File: config.mk
export PLATFORM = sky130hd
export DESIGN_NAME = msx_sdram_arbiter
export DESIGN_NICKNAME = d
export VERILOG_FILES = /design/src/rtl/msx_sdram_arbiter.sv
export SDC_FILE = /design/constraint.sdc
export NUM_CORES = 1
export LEC_CHECK = 0
export CAP_MARGIN = 20
export CORE_ASPECT_RATIO = 1.25
export CORE_MARGIN = 4
export CORE_UTILIZATION = 44
export CTS_CLUSTER_DIAMETER = 40
export CTS_CLUSTER_SIZE = 40
export DETAILED_ROUTE_END_ITERATION = 10
export PLACE_DENSITY = 0.76
export SLEW_MARGIN = 20
export SYNTH_ARGS = -nofsm -noshare
export SYNTH_HDL_FRONTEND = slang
export SYNTH_SLANG_ARGS = --single-unit
File: constraint.sdc
create_clock -name clk -period 4.2 [get_ports clk]
set_input_delay 0.84 -clock clk [delete_from_list [all_inputs] [get_ports clk]]
set_output_delay 0.84 -clock clk [all_outputs]
set_load 0.01 [all_outputs]
File: src/rtl/msx_sdram_arbiter.sv
// rtl/msx_sdram_arbiter.sv - CPU/flash arbiter and sequencer for the shared SDRAM port
//
// Serializes CPU slot accesses and flash-emulation writes onto one SDRAM
// controller request port. CPU has priority; flash is granted after at most
// STARVE_LIMIT consecutive CPU grants while it waits.
//
// Ports:
//   clk, reset                  clock, asynchronous active-high reset
//   cpu_ce/addr/wdata/rnw       CPU access (captured on rising edge of cpu_ce)
//   cpu_rdata, cpu_wait         latched read data, access-in-progress wait
//   flash_req/addr/wdata        one-cycle flash write request
//   flash_ready, flash_done     request acceptance, completion pulse
//   sdram_req/addr/wdata/we     request to SDRAM controller (held until ack)
//   sdram_ack, sdram_rdata      one-cycle acknowledge with read data

module msx_sdram_arbiter #(
    parameter int STARVE_LIMIT = 4
) (
    input  logic        clk,
    input  logic        reset,
    input  logic        cpu_ce,
    input  logic [26:0] cpu_addr,
    input  logic [7:0]  cpu_wdata,
    input  logic        cpu_rnw,
    output logic [7:0]  cpu_rdata,
    output logic        cpu_wait,
    input  logic        flash_req,
    input  logic [26:0] flash_addr,
    input  logic [7:0]  flash_wdata,
    output logic        flash_ready,
    output logic        flash_done,
    output logic        sdram_req,
    output logic [26:0] sdram_addr,
    output logic [7:0]  sdram_wdata,
    output logic        sdram_we,
    input  logic        sdram_ack,
    input  logic [7:0]  sdram_rdata
);

    typedef enum logic [1:0] {
        IDLE       = 2'd0,
        CPU_BUSY   = 2'd1,
        FLASH_BUSY = 2'd2
    } state_t;

    localparam logic [3:0] LIMIT = 4'(STARVE_LIMIT);

    state_t      state;
    state_t      state_nxt;

    logic        cpu_ce_q;
    logic        cpu_edge;
    logic        cpu_pend;
    logic [26:0] cpu_addr_c;
    logic [7:0]  cpu_wdata_c;
    logic        cpu_rnw_c;

    logic        flash_pend;
    logic [26:0] flash_addr_c;
    logic [7:0]  flash_wdata_c;

    logic [3:0]  starve_cnt;
    logic        grant_cpu;
    logic        grant_flash;

    assign cpu_edge = cpu_ce & ~cpu_ce_q;

    // State register
    always_ff @(posedge clk or posedge reset) begin
        if (reset) begin
            state <= IDLE;
        end else begin
            state <= state_nxt;
        end
    end

    // Next-state and grant decision
    always_comb begin
        state_nxt   = state;
        grant_cpu   = 1'b0;
        grant_flash = 1'b0;
        case (state)
            IDLE: begin
                if (flash_pend && (!cpu_pend || starve_cnt == LIMIT)) begin
                    grant_flash = 1'b1;
                    state_nxt   = FLASH_BUSY;
                end else if (cpu_pend) begin
                    grant_cpu = 1'b1;
                    state_nxt = CPU_BUSY;
                end
            end
            CPU_BUSY, FLASH_BUSY: begin
                if (sdram_ack) begin
                    state_nxt = IDLE;
                end
            end
            default: state_nxt = IDLE;
        endcase
    end

    // Outputs; cpu_wait includes the raw edge so the CPU is held in the edge cycle
    always_comb begin
        sdram_req   = (state != IDLE);
        flash_ready = ~flash_pend & (state != FLASH_BUSY);
        cpu_wait    = cpu_pend | (state == CPU_BUSY) | cpu_edge;
    end

    // Request capture. A new edge takes precedence over the grant clearing
    // the pending bit: the grant has already consumed the previous capture.
    always_ff @(posedge clk or posedge reset) begin
        if (reset) begin
            cpu_ce_q      <= 1'b0;
            cpu_pend      <= 1'b0;
            cpu_addr_c    <= '0;
            cpu_wdata_c   <= '0;
            cpu_rnw_c     <= 1'b1;
            flash_pend    <= 1'b0;
            flash_addr_c  <= '0;
            flash_wdata_c <= '0;
        end else begin
            cpu_ce_q <= cpu_ce;
            if (cpu_edge) begin
                cpu_pend    <= 1'b1;
                cpu_addr_c  <= cpu_addr;
                cpu_wdata_c <= cpu_wdata;
                cpu_rnw_c   <= cpu_rnw;
            end else if (grant_cpu) begin
                cpu_pend <= 1'b0;
            end
            if (flash_req && flash_ready) begin
                flash_pend    <= 1'b1;
                flash_addr_c  <= flash_addr;
                flash_wdata_c <= flash_wdata;
            end else if (grant_flash) begin
                flash_pend <= 1'b0;
            end
        end
    end

    // SDRAM bus registers are loaded at grant so they stay stable for the
    // whole request even if a new capture overwrites the pending slot.
    always_ff @(posedge clk or posedge reset) begin
        if (reset) begin
            sdram_addr  <= '0;
            sdram_wdata <= '0;
            sdram_we    <= 1'b0;
            starve_cnt  <= '0;
        end else if (grant_flash) begin
            sdram_addr  <= flash_addr_c;
            sdram_wdata <= flash_wdata_c;
            sdram_we    <= 1'b1;
            starve_cnt  <= '0;
        end else if (grant_cpu) begin
            sdram_addr  <= cpu_addr_c;
            sdram_wdata <= cpu_wdata_c;
            sdram_we    <= ~cpu_rnw_c;
            if (!flash_pend) begin
                starve_cnt <= '0;
            end else if (starve_cnt != LIMIT) begin
                starve_cnt <= starve_cnt + 4'd1;
            end
        end
    end

    // Completion: read data latch and flash completion pulse
    always_ff @(posedge clk or posedge reset) begin
        if (reset) begin
            cpu_rdata  <= 8'hFF;
            flash_done <= 1'b0;
        end else begin
            if (state == CPU_BUSY && sdram_ack && !sdram_we) begin
                cpu_rdata <= sdram_rdata;
            end
            flash_done <= (state == FLASH_BUSY) && sdram_ack;
        end
    end

endmodule

==> flow_summary.toml <==
[status]
status = "complete, no violations"

[clock_network]
cts_tree = "yes"
clk_latency_ps = 410
cts_buffers = 17
hold_buffers = 0
clkTransAtPathRegs_ps = 50
clock_sinks = 125
cts_root_buf = "clkbuf_16"
htree_levels = 4
clockBufferDepth = 2
post_cts_resized = 0
cts_setup_buffers = 0

[die]
core_sq_um = 11240
rows = 43
die_h_um = 128.9
start_util_pct = 45.77
io_pins = 132
die_x_um = 104.7
die-area_sq_um = 13500

[route]
wirelength_mm = 11.98
ant_nets = 0
drcViolationCount = 0
drt_iter0_markers = 102
wl_per_cell_um = 19.02
first_pass_iters = 4
vias = 3421
viasPerCell = 5.430

[synthesis]
yosysSeqAreaShare_pct = 61.00
synth_edf_count = 0
synth_xor_area_share_pct = 0
syn-num-nets = 437
synth_compound_area_share_pct = 9.847
syn_area_sq_um = 5146
synth.distinct_cells = 34
synthMuxAreaShare_pct = 17.48
syn_inst = 348
postSynthAreaPerCell_sq_um = 14.79
synth_top_family_by_area = "multiplexers"
synth-simple-area-share_pct = 7.148
synthAdderAreaFrac_pct = 1.216
ys_ff_latch = 125
synthArstFlopShare_pct = 100.0
synth-warning-count = 0
ys.flop_type = "dfrtp_1"

[timing]
tightest_slew_ps = 1043
timing.fmax_ghz = 0.3299
slew_viol_final = 0
finalSetupTns_ps = 0
skew_ps = 7.188
hold_ws_ps = 484.7
hold_viol_final = 0
period_minus_slack_ps = 3031
slew_headroom_pct = 30.48
rsz0062_at_grt = "false"
fin_crit_sh_pct = 72.17
setup_viol = 0

[layout]
final_util_pct = 63.94
final_area_sq_um = 7189
final_nets = 571
area_delta_synth_final_pct = 39.70
antenna_cells = 0
drive_above_1_share_pct = 20.61

[power]
leakagePower_nw = 2.940
p_int_mw = 3.769
pwr-share-clk_pct = 28.8
power_switching_mw = 1.610
combPwrFrac_pct = 34.3
power_density_nw_per_um2 = 748.2
power_mw = 5.379
seqPwrFrac_pct = 37.0
ir_drop_mv = 0.3465
switching_share_pct = 29.94

[setup_path]
arrival_ps = 2190
required_ps = 3360
endpoint_kind = "output port"
cp_max_fo = 2
crit_type = "in2out"
start_kind = "input port"

[place]
place.gp.congestion = 0.7367
placed_area_sq_um = 6555
dp_hpwl_mm = 7.784
io_buffers = 131

[worst_hold_path]
hp-class = "reg2reg"

[grt]
grt_use_total_pct = 18.20
first_global_vias = 3632
antenna_found_initial = 2
grt_max_degree = 88
globalRouteOverflowTotal = 0
grt_pass1_wl_mm = 19.06

[run]
cap_violations = 0
-- final timing paths --
check	startpoint	to	slack [ps]	depth (start not counted)
worst min register to register	flash_addr_c[1]$_DFFE_PP0P_	flash_addr_c[1]$_DFFE_PP0P_	480	1
max in group asynchronous	reset	sdram_addr[0]$_DFFE_PP0P_	2530	3
worst min-delay path	flash_addr_c[1]$_DFFE_PP0P_	flash_addr_c[1]$_DFFE_PP0P_	480	1
worst max register to register	state[0]$_DFFE_PP0P_	sdram_addr[0]$_DFFE_PP0P_	1840	6
worst max-delay path	cpu_ce	cpu_wait	1170	4
min in group asynchronous	reset	sdram_wdata[0]$_DFFE_PP0P_	950	2
-- cell families after synthesis --
family	after synthesis
DFF	125
adders and majority gates	5
muxes	80
AOI/OAI and AO/OA	50
buffers and inverters	28
and+or+nand+nor	60
-- cell usage after synthesis (2+ instances only) --
| cell type | n | area, sq um |
|---|---|---|
| dfrtp_1 | 116 | 2903 |
| mux2_2 | 50 | 563.0 |
| nand2b_1 | 35 | 219.0 |
| o221a_1 | 35 | 394.1 |
| mux2_1 | 29 | 326.6 |
| buf_2 | 10 | 50.05 |
| dfstp_2 | 9 | 236.5 |
| buf_6 | 7 | 78.83 |
| inv_1 | 7 | 26.28 |
| nand2_1 | 7 | 26.28 |
| ha_1 | 5 | 62.56 |
| clkbuf_1 | 4 | 15.01 |
| nor2b_1 | 4 | 25.02 |
| and2_1 | 3 | 18.77 |
| nand3_1 | 3 | 15.01 |
| o21ai_0 | 3 | 15.01 |
| a21o_1 | 2 | 15.01 |
| a21oi_1 | 2 | 10.01 |
| nor2_1 | 2 | 7.510 |
-- cell type report --
class	instances	area, sq um
timing repair buffer	136	1361
fill	843	4055
multi-input combinational	195	1857
inverter	7	31.28
tap	135	168.9
clock buffer	19	442.9
sequential	125	3139
clock inverter	13	188.9
-- power groups by stage --
stage               Clock [mW]  Combinational, mW  Sequential [mW]
finish                    1.55               1.84             1.99
detailed placement           0               1.86             2.00
global route              1.63               1.99             2.05
CTS                       1.57               1.88             1.99
global placement             0               1.81             1.98
floorplan                    0               1.04             2.01
-- layout by cell type (no fill, tap or decap), types with 3 or more instances in the layout --
cell type / instances
buf_4: 4
bufinv_16: 4
clkbuf_16: 17
clkdlybuf4s50_1: 131
clkinvlp_4: 5
dfrtp_1: 116
dfstp_2: 9
ha_1: 5
inv_1: 6
inv_6: 3
mux2_1: 29
mux2_2: 50
nand2_1: 7
nand2b_1: 35
nand3_1: 3
nor2b_1: 3
o21ai_0: 3
o221a_1: 35
-- worst max-delay path: stages --
cell and delay, ps:
clkdlybuf4s50_1 420, nor2b_4 140, or3_1 300, clkdlybuf4s50_1 490
-- metrics by stage --
step,instances,setup slack (ps)
2_1_floorplan,348,47.31
3_3_place_gp,598,1166
3_5_place_dp,598,1163
4_1_cts,630,1155
5_1_grt,630,1136
6_report,630,1169
-- flip-flops by register name (all words and copies together) (netlist names) --
register	cells
sdram_wdata	8
state	2
cpu_pend	1
sdram_addr	27
flash_wdata_c	8
starve_cnt	4
sdram_we	1
cpu_rdata	8
flash_pend	1
cpu_ce_q	1
cpu_wdata_c	8
flash_done	1
flash_addr_c	27
cpu_addr_c	27
cpu_rnw_c	1
-- per-layer routing --
| metal | vias up | GRT usage [%] | part of all wire, % |
|---|---|---|---|
| met3 | 20 | 6.071 | 6.2 |
| met2 | 111 | 30.71 | 51 |
| met5 | - | 0 | 0.22 |
| li1 | 1533 | - | - |
| met4 | 4 | 6.100 | 1.5 |
| met1 | 1753 | 22.08 | 41 |
No activity file was read; power rests on OpenSTA's default activity.
